==> src/rtl/tone_sample_gen.sv <==
// -----------------------------------------------------------------------------
// tone_sample_gen
//
// Stereo square-wave sample source for the I2S-style serializer (speaker_ctl).
// Runs on the serial bit clock and keeps a 32-slot frame counter in lock-step
// with the serializer's bit counter. Each channel has a half-period divider
// driving a phase flip-flop. A shared volume index selects the amplitude.
// The audio outputs are reloaded only on the last slot of a frame, so the new
// word is visible exactly when the serializer starts the left MSB and a word is
// never torn mid-shift.
//
// Optional feature macro: TONE_RAMP_EN
//   defined   : the amplitude index moves one step per frame toward its target
//               (volume, or 0 while muted/disabled), giving click-free ramps.
//   undefined : the amplitude index jumps straight to its target at the frame
//               boundary.
//
// Parameters
//   DIV_W          width of the half-period dividers, in clock cycles
//   FRAME_LEN      serial clocks per stereo frame (frame counter is 5 bits)
//
// Ports
//   clk_25div4MHz  in   1      serial bit clock (6.25 MHz), shared with serializer
//   rst            in   1      asynchronous, active-high reset
//   en             in   1      1 = generate tone, 0 = silence from next frame
//   mute           in   1      1 = zero samples from next frame, phases keep running
//   note_div_left  in   DIV_W  left half-period in clocks, 0 = silent channel
//   note_div_right in   DIV_W  right half-period in clocks, 0 = silent channel
//   volume         in   3      amplitude index 0..7
//   audio_left     out  16     signed left sample, stable for a whole frame
//   audio_right    out  16     signed right sample, stable for a whole frame
//   frame_start    out  1      one-cycle pulse while the frame counter is 0
// -----------------------------------------------------------------------------
module tone_sample_gen #(
  parameter int DIV_W     = 16,
  parameter int FRAME_LEN = 32
) (
  input  logic             clk_25div4MHz,
  input  logic             rst,
  input  logic             en,
  input  logic             mute,
  input  logic [DIV_W-1:0] note_div_left,
  input  logic [DIV_W-1:0] note_div_right,
  input  logic [2:0]       volume,
  output logic [15:0]      audio_left,
  output logic [15:0]      audio_right,
  output logic             frame_start
);

  localparam logic [4:0]       FRAME_LAST = 5'(FRAME_LEN - 1);
  localparam logic [DIV_W-1:0] DIV_ZERO   = {DIV_W{1'b0}};
  localparam logic [DIV_W-1:0] DIV_ONE    = {{(DIV_W-1){1'b0}}, 1'b1};

  // ---------------------------------------------------------------------------
  // Helper functions
  // ---------------------------------------------------------------------------

  // Amplitude lookup: volume index to positive sample magnitude.
  function automatic logic [15:0] amp_lut(input logic [2:0] idx);
    logic [15:0] amp;
    case (idx)
      3'd0:    amp = 16'h0000;
      3'd1:    amp = 16'h0400;
      3'd2:    amp = 16'h0800;
      3'd3:    amp = 16'h1000;
      3'd4:    amp = 16'h2000;
      3'd5:    amp = 16'h3000;
      3'd6:    amp = 16'h5000;
      3'd7:    amp = 16'h7000;
      default: amp = 16'h0000;
    endcase
    return amp;
  endfunction

  // One clock of a phase generator; returns {phase, count}.
  // The >= compare means a divider lowered below the running count wraps on
  // the very next clock instead of counting all the way round the counter.
  function automatic logic [DIV_W:0] phase_step(
    input logic             run,
    input logic [DIV_W-1:0] div,
    input logic [DIV_W-1:0] cnt,
    input logic             phase
  );
    logic [DIV_W:0] nxt;
    if (!run) begin
      nxt = {phase, cnt};
    end else if (div == DIV_ZERO) begin
      nxt = {1'b0, DIV_ZERO};
    end else if (cnt >= (div - DIV_ONE)) begin
      nxt = {~phase, DIV_ZERO};
    end else begin
      nxt = {phase, cnt + DIV_ONE};
    end
    return nxt;
  endfunction

  // Square-wave sample: +amp on high phase, -amp on low phase, 0 when silent.
  function automatic logic [15:0] form_sample(
    input logic             phase,
    input logic [DIV_W-1:0] div,
    input logic [15:0]      amp
  );
    logic [15:0] smp;
    if (div == DIV_ZERO) begin
      smp = 16'h0000;
    end else if (phase) begin
      smp = amp;
    end else begin
      smp = 16'h0000 - amp;
    end
    return smp;
  endfunction

  // ---------------------------------------------------------------------------
  // Signals
  // ---------------------------------------------------------------------------
  logic [4:0]       frame_cnt_r;
  logic             upd_s;
  logic [DIV_W-1:0] cnt_left_r;
  logic [DIV_W-1:0] cnt_right_r;
  logic             phase_left_r;
  logic             phase_right_r;
  logic [DIV_W:0]   step_left_s;
  logic [DIV_W:0]   step_right_s;
  logic [2:0]       target_idx_s;
  logic [2:0]       amp_idx_s;
  logic [15:0]      amp_s;
  logic [15:0]      sample_left_s;
  logic [15:0]      sample_right_s;

  // Last slot of the frame: outputs reload here and appear at slot 0.
  always_comb begin
    upd_s = (frame_cnt_r == FRAME_LAST);
  end

  // Next phase-generator state for both channels.
  always_comb begin
    step_left_s  = phase_step(en, note_div_left,  cnt_left_r,  phase_left_r);
    step_right_s = phase_step(en, note_div_right, cnt_right_r, phase_right_r);
  end

  // Amplitude index target: silenced while muted or disabled.
  always_comb begin
    if (en && !mute) begin
      target_idx_s = volume;
    end else begin
      target_idx_s = 3'd0;
    end
  end

`ifdef TONE_RAMP_EN
  logic [2:0] amp_idx_r;

  // Ramp: move the stored index one step toward the target.
  always_comb begin
    amp_idx_s = amp_idx_r;
    if (amp_idx_r < target_idx_s) begin
      amp_idx_s = amp_idx_r + 3'd1;
    end else if (amp_idx_r > target_idx_s) begin
      amp_idx_s = amp_idx_r - 3'd1;
    end else begin
      amp_idx_s = amp_idx_r;
    end
  end

  // Amplitude index register, advanced once per frame.
  always_ff @(posedge clk_25div4MHz or posedge rst) begin
    if (rst) begin
      amp_idx_r <= 3'd0;
    end else if (upd_s) begin
      amp_idx_r <= amp_idx_s;
    end
  end
`else
  // Immediate mode: index jumps straight to the target.
  always_comb begin
    amp_idx_s = target_idx_s;
  end
`endif

  // Candidate samples, formed from the phase before any toggle at this edge.
  always_comb begin
    amp_s          = amp_lut(amp_idx_s);
    sample_left_s  = form_sample(phase_left_r,  note_div_left,  amp_s);
    sample_right_s = form_sample(phase_right_r, note_div_right, amp_s);
  end

  // Frame counter, frame_start pulse and phase generators.
  always_ff @(posedge clk_25div4MHz or posedge rst) begin
    if (rst) begin
      frame_cnt_r   <= 5'd0;
      frame_start   <= 1'b0;
      cnt_left_r    <= DIV_ZERO;
      cnt_right_r   <= DIV_ZERO;
      phase_left_r  <= 1'b0;
      phase_right_r <= 1'b0;
    end else begin
      if (upd_s) begin
        frame_cnt_r <= 5'd0;
      end else begin
        frame_cnt_r <= frame_cnt_r + 5'd1;
      end
      frame_start   <= upd_s;
      cnt_left_r    <= step_left_s[DIV_W-1:0];
      phase_left_r  <= step_left_s[DIV_W];
      cnt_right_r   <= step_right_s[DIV_W-1:0];
      phase_right_r <= step_right_s[DIV_W];
    end
  end

  // Output sample registers, reloaded only on the frame boundary.
  always_ff @(posedge clk_25div4MHz or posedge rst) begin
    if (rst) begin
      audio_left  <= 16'h0000;
      audio_right <= 16'h0000;
    end else if (upd_s) begin
      audio_left  <= sample_left_s;
      audio_right <= sample_right_s;
    end
  end

endmodule

==> config.mk <==
export PLATFORM = sky130hd
export DESIGN_NAME = tone_sample_gen
export DESIGN_NICKNAME = d
export VERILOG_FILES = /design/src/rtl/tone_sample_gen.sv
export SDC_FILE = /design/constraint.sdc
export NUM_CORES = 1
export LEC_CHECK = 0
export CAP_MARGIN = 20
export CORE_MARGIN = 5
export CORE_UTILIZATION = 55
export CTS_BUF_LIST = sky130_fd_sc_hd__clkbuf_8
export DETAILED_ROUTE_END_ITERATION = 16
export PLACE_DENSITY = 0.83
export SYNTH_ARGS = -nofsm -noshare
export SYNTH_HDL_FRONTEND = slang
export SYNTH_SLANG_ARGS = --single-unit
==> constraint.sdc <==
create_clock -name clk_25div4MHz -period 2.5 [get_ports clk_25div4MHz]
set_input_delay 0.5 -clock clk_25div4MHz [delete_from_list [all_inputs] [get_ports clk_25div4MHz]]
set_output_delay 0.5 -clock clk_25div4MHz [all_outputs]
set_load 0.01 [all_outputs]
== Yosys cells after proc, flatten, opt, wreduce, memory -nomap -nowiden ==
Memory sizes are Yosys's and may differ from the RTL's.
Index checks and enable logic that the tools add are counted.
Widths: inputs -> output; s select.

* Register bits: 72
* Bits in read-only memories: 40
* Input bits: 39
* Output and inout port bits: 33
* Word-level logic and storage cells: 38
* Memories kept: 1

{| class="wikitable"
|+ Memories
! name !! words !! bits a word !! read ports !! clocked after Yosys merged registers in !! wr ports !! RTL line !! text
|-
| (name not given) || 8 || 5 || 1 || 0 || 0 || 61 || <nowiki>case (idx)</nowiki>
|}

* $add $sub $neg: 6
* Order comparisons: 2
* Equal/unequal tests: 1
* Mux-type cells: 10
* Bitwise gates (word level): 2
* Reductions and logical operators: 8

{| class="wikitable"
|+ Operators with widths
! kind !! number
|-
| $mux 17 || 4
|-
| $mux 16 || 4
|-
| $add 16x1->16 const B || 2
|-
| $ge 16x16->1 || 2
|-
| $logic_not 16->1 || 2
|-
| $sub 16x1->16 const B || 2
|-
| $sub 1x16->16 const A || 1
|-
| $add 5x1->5 const B || 1
|-
| $eq 5x5->1 const B || 1
|-
| $mux 5 || 1
|-
| $reduce_and 2->1 || 2
|-
| $reduce_bool 2->1 || 2
|-
| $mux 3 || 1
|-
| $not 1->1 || 2
|-
| $logic_and 1x1->1 || 1
|-
| $logic_not 1->1 || 1
|}

== Longest topological paths before layout ==
Gate-level depths: netlist of run 1.
An unclocked memory read counts as a cell.

* Depth in word-level cells: 7
* Mapped depth: 15
* Gate-level depth less buffers: 13

== Worst setup path after synthesis of run 1 ==
No wires, ideal clock.

* Path type: input-to-reg
* Start: in note_div_right[3]
* End: reg cnt_right_r[10]
* Library setup time: 0.077 ns
* Arrival: 3.388 ns
* Data required time: 2.423 ns
* Setup slack: -0.965 ns
* Stages on the path: 14
* Buffers on the path: 2
* Cell sequence: or3_1 > or4_4 > nor4_4 > nand2b_2 > nor4_2 > xnor2_1 > ha_1 > a41oi_1 > o211ai_1 > o31a_1 > clkbuf_1 > or2_1 > buf_2 > a21oi_1

* Word-level cells in the longest chain between the ends: 4
* Elaborated cells on any way between the ends: 5
* Classes of those cells: add/sub: 1; order compare: 1; mux: 2; reduce/logical: 1

{| class="wikitable"
|+ RTL lines
! element !! RTL line !! text
|-
| start: declaration || 43 || <nowiki>input logic [DIV_W-1:0] note_div_right,</nowiki>
|-
| $sub 16x1->16 || 89 || <nowiki>end else if (cnt >= (div - DIV_ONE)) begin</nowiki>
|-
| $ge 16x16->1 || 89 ||
|-
| $mux 17 || 89 ||
|-
| $mux 17 * || 87 || <nowiki>end else if (div == DIV_ZERO) begin</nowiki>
|-
| end signal: assignment || 206 || <nowiki>cnt_right_r <= step_right_s[DIV_W-1:0];</nowiki>
|-
| end: declaration || 120 || <nowiki>logic [DIV_W-1:0] cnt_right_r;</nowiki>
|}

Mark *: on every way between the ends. The rest lies on a longest branch, timed or not. The select of a mux whose other input is x is not followed.
A chain may end at the register's enable or synchronous reset.

== Worst setup path in the final report of run 1 ==
* Start: in note_div_right[3]
* End: reg cnt_right_r[0]

Same word-level chain as after synthesis.

==> results of run 1 <==
[through the flow]
stage | worst slack, ps | power [uW] | hold WS [ps] | instances | setup TNS [ps]
3_5_place_dp | -1440 | 1810 | 449 | 654 | -43660
6_report | -876 | 2500 | 463 | 674 | -23090
5_1_grt | -955 | 2640 | 494 | 674 | -26500
4_1_cts | -760 | 2350 | 463 | 669 | -20820
2_1_floorplan | -894 | 1520 | 425 | 468 | -19680
3_3_place_gp | -1290 | 1760 | 436 | 654 | -38400
[flip-flops by register name, summed over array words and instances (netlist names)]
| signal | flops |
|---|---|
| audio_left | 6 |
| audio_right | 6 |
| cnt_left_r | 16 |
| cnt_right_r | 16 |
| frame_cnt_r | 5 |
| frame_start | 1 |
| phase_left_r | 1 |
| phase_right_r | 1 |
[logic make-up after synthesis]
group	Yosys count	share of synthesized area
AO/OA/AOI/OAI	80	0.137
multiplexers	4	0.0104
AND/OR/NAND/NOR	161	0.206
flip-flops	52	0.327
buffers and inverters	57	0.0740
other	1	0.000943
XOR/XNOR	54	0.119
adder cells (fa/ha/maj)	40	0.126
[layout by cell type, fill, tap and decap left out, types with 4 or more instances in the layout]
cell,count
clkbuf_8,6
a21o_1,9
nor3_2,4
nor2b_1,4
dfrtp_1,52
o21ai_0,10
nand2b_1,4
nor4_4,4
nand3_1,22
buf_6,10
o31ai_1,5
buf_4,72
nor3_1,12
xnor2_1,26
conb_1,20
nand4_1,9
inv_1,20
nor2_1,24
nor2_4,9
nor4_1,6
a21oi_1,6
a21oi_2,12
clkdlybuf4s50_1,38
ha_1,39
xor2_1,28
dlygate4sd2_1,4
and3_1,9
nand2_1,31
[per-layer routing]
layer  track usage  wire (um)  up-vias
met5             0          0        -
met4        0.0709        608        0
met3        0.0284        972       72
met2         0.447       6540      271
met1         0.305       4820     1994
li1              -          -     1808
[final timing paths]
kind | startpoint | end | slack (ps) | cells past startpoint
max in group asynchronous | rst | cnt_left_r[3] | 1720 | 3
min in group asynchronous | rst | cnt_left_r[15] | 540 | 3
worst max register to register | cnt_right_r[14] | cnt_right_r[3] | 250 | 8
worst min register to register | frame_cnt_r[0] | frame_cnt_r[0] | 460 | 1
worst max-delay path | note_div_right[3] | cnt_right_r[0] | -880 | 14
worst min-delay path | frame_cnt_r[0] | frame_cnt_r[0] | 460 | 1
[layout make-up]
class | instances | area [um2] | area share
well taps | 99 | 124 | 0.0220
inverters | 23 | 86.3 | 0.0154
flip-flops and latches | 52 | 1300 | 0.231
multi-input cells | 360 | 2860 | 0.509
clock buffers | 6 | 82.6 | 0.0147
repair buffers | 132 | 1150 | 0.205
clock inverters | 2 | 15.0 | 0.00267
[power breakdown]
group | switching, uW | internal, uW
clock | 288 | 225
sequential | 159 | 941
combinational | 462 | 424
total | 909 | 1590
[synth_stat cells, drive strengths merged, types with 3 or more instances]
cell type,instances,share of area
xor2,28,0.062
nor2,36,0.034
a211oi,4,0.0076
nand2b,6,0.010
o21ai,13,0.016
nand2,34,0.032
inv,23,0.022
nand3,26,0.033
a21o,9,0.017
xnor2,26,0.057
or3,3,0.0047
ha,40,0.13
nor3,17,0.023
o31ai,8,0.016
buf,25,0.044
nor4,11,0.023
a21oi,19,0.024
o2111ai,3,0.0066
nand4,9,0.014
dfrtp,52,0.33
clkbuf,9,0.0085
and3,9,0.014
mux2i,3,0.0076
o2bb2ai,6,0.013
o211ai,3,0.0057
nor2b,4,0.0063
[worst max-delay path: stages]
cell and delay, ps:
buf_6 90, or3_4 370, or4_4 450, nor4_4 220, nand2b_4 110, nor2_1 140
xnor2_1 90, ha_1 320, nand4_1 170, a311oi_1 250, o31a_1 380, buf_6 180
nor3_1 40, mux2_2 260
[what timing repair did]
item | CTS | global route
buffers inserted | 5 | 5
cloned | 2 | 0
setup endpoints to repair | 34 | 34
endpoints found under the hold margin | 0 | 0
pin swaps | 23 | 21
gates resized for setup | 75 | 42
==> run summary, run 1 <==
# nets final -> 653
H-tree Lvls -> 2
FF+latch count, synth -> 52
CTS Buf Count -> 5
clk slew on worst S/H paths -> 90 ps
share of cells above drive strength 1 -> 0.282
final period utilization -> 1.35
Root Driver -> clkbuf_8
Rows -> 31
P_leak -> 0.00247 uW
Max clock buf depth -> 2
largest net degree at the start of global routing -> 53
Port Buffers -> 51
total wire length -> 12900 um
CTS Hold Buffers Added -> 0
Worst-Margin Slew -> 482 ps
post-synthesis async set-or-reset flop share -> 1.00
crit-path max FO -> 5
min-delay worst type -> flip-flop to flip-flop
Tmin final -> 3380 ps
synth warn -> 0
fill count -> 432
outcome -> complete, but fails checks
maximum VDD drop -> 273 uV
Crit path required time -> 2700 ps
Achievable Freq -> 296 MHz
max-cap violations -> 0
Syn Inst Count -> 449
Synth Cell Area -> 3980 um2
antenna violations before repair -> 0
number of global-route vias before repair -> 3757
library cells used by synthesis -> 52
Final Cell Area -> 5620 um2
DR iter-0 viols -> 461
P per Cell Area -> 444 nW/um2
GRT Total Usage -> 0.246
vias per cell -> 6.15
Syn-to-layout area delta -> 41.5%
RSZ-0062 raised after global routing -> true
Initial Utilization -> 0.557
DR WL/cell -> 19.2 um
Die X -> 95.0 um
Num Clock Sinks -> 52
Critical Path AT -> 3580 ps
boundary pin count -> 72
Setup-failing EPs final -> 34
via count -> 4145
CTS tree -> built
max-slew violation count -> 0
post-layout util -> 0.788
first-pass GRT wire length -> 17600 um
Max-slew headroom -> 0.675
skew final -> 7.30 ps
total core area -> 7140 um2
Setup WS post-layout -> -876 ps
placed instance area -> 5080 um2
Final GP Congestion -> 0.828
Worst-Skew Late Latency -> 310 ps
syn avg cell area -> 8.85 um2
Antenna diodes -> 0
global route overflow -> 0
Setup crit start kind -> input pin
failing checks -> negative setup slack
Crit Path Class -> input pin to flip-flop
CP Capture Type -> flip-flop
number of flops mapped to enable cells by yosys -> 0
hpwl dp -> 7740 um
Post-synth top flop -> dfrtp_1
overall die area -> 9030 um2
# DRC -> 0
ANT nets after route -> 0
count of final hold-check violations -> 0
Die Height -> 95.0 um
sequential element share of the synthesized area -> 0.327
Pre-antenna DRT Iters -> 6
No activity file was read; power rests on OpenSTA's default activity.
==> inputs of run 2 (changes only) <==
Settings changed: HOLD_SLACK_MARGIN set to 0.08.
==> results of run 2 <==
Same layout as run 1: the final DEF is identical, and so are final timing and power.
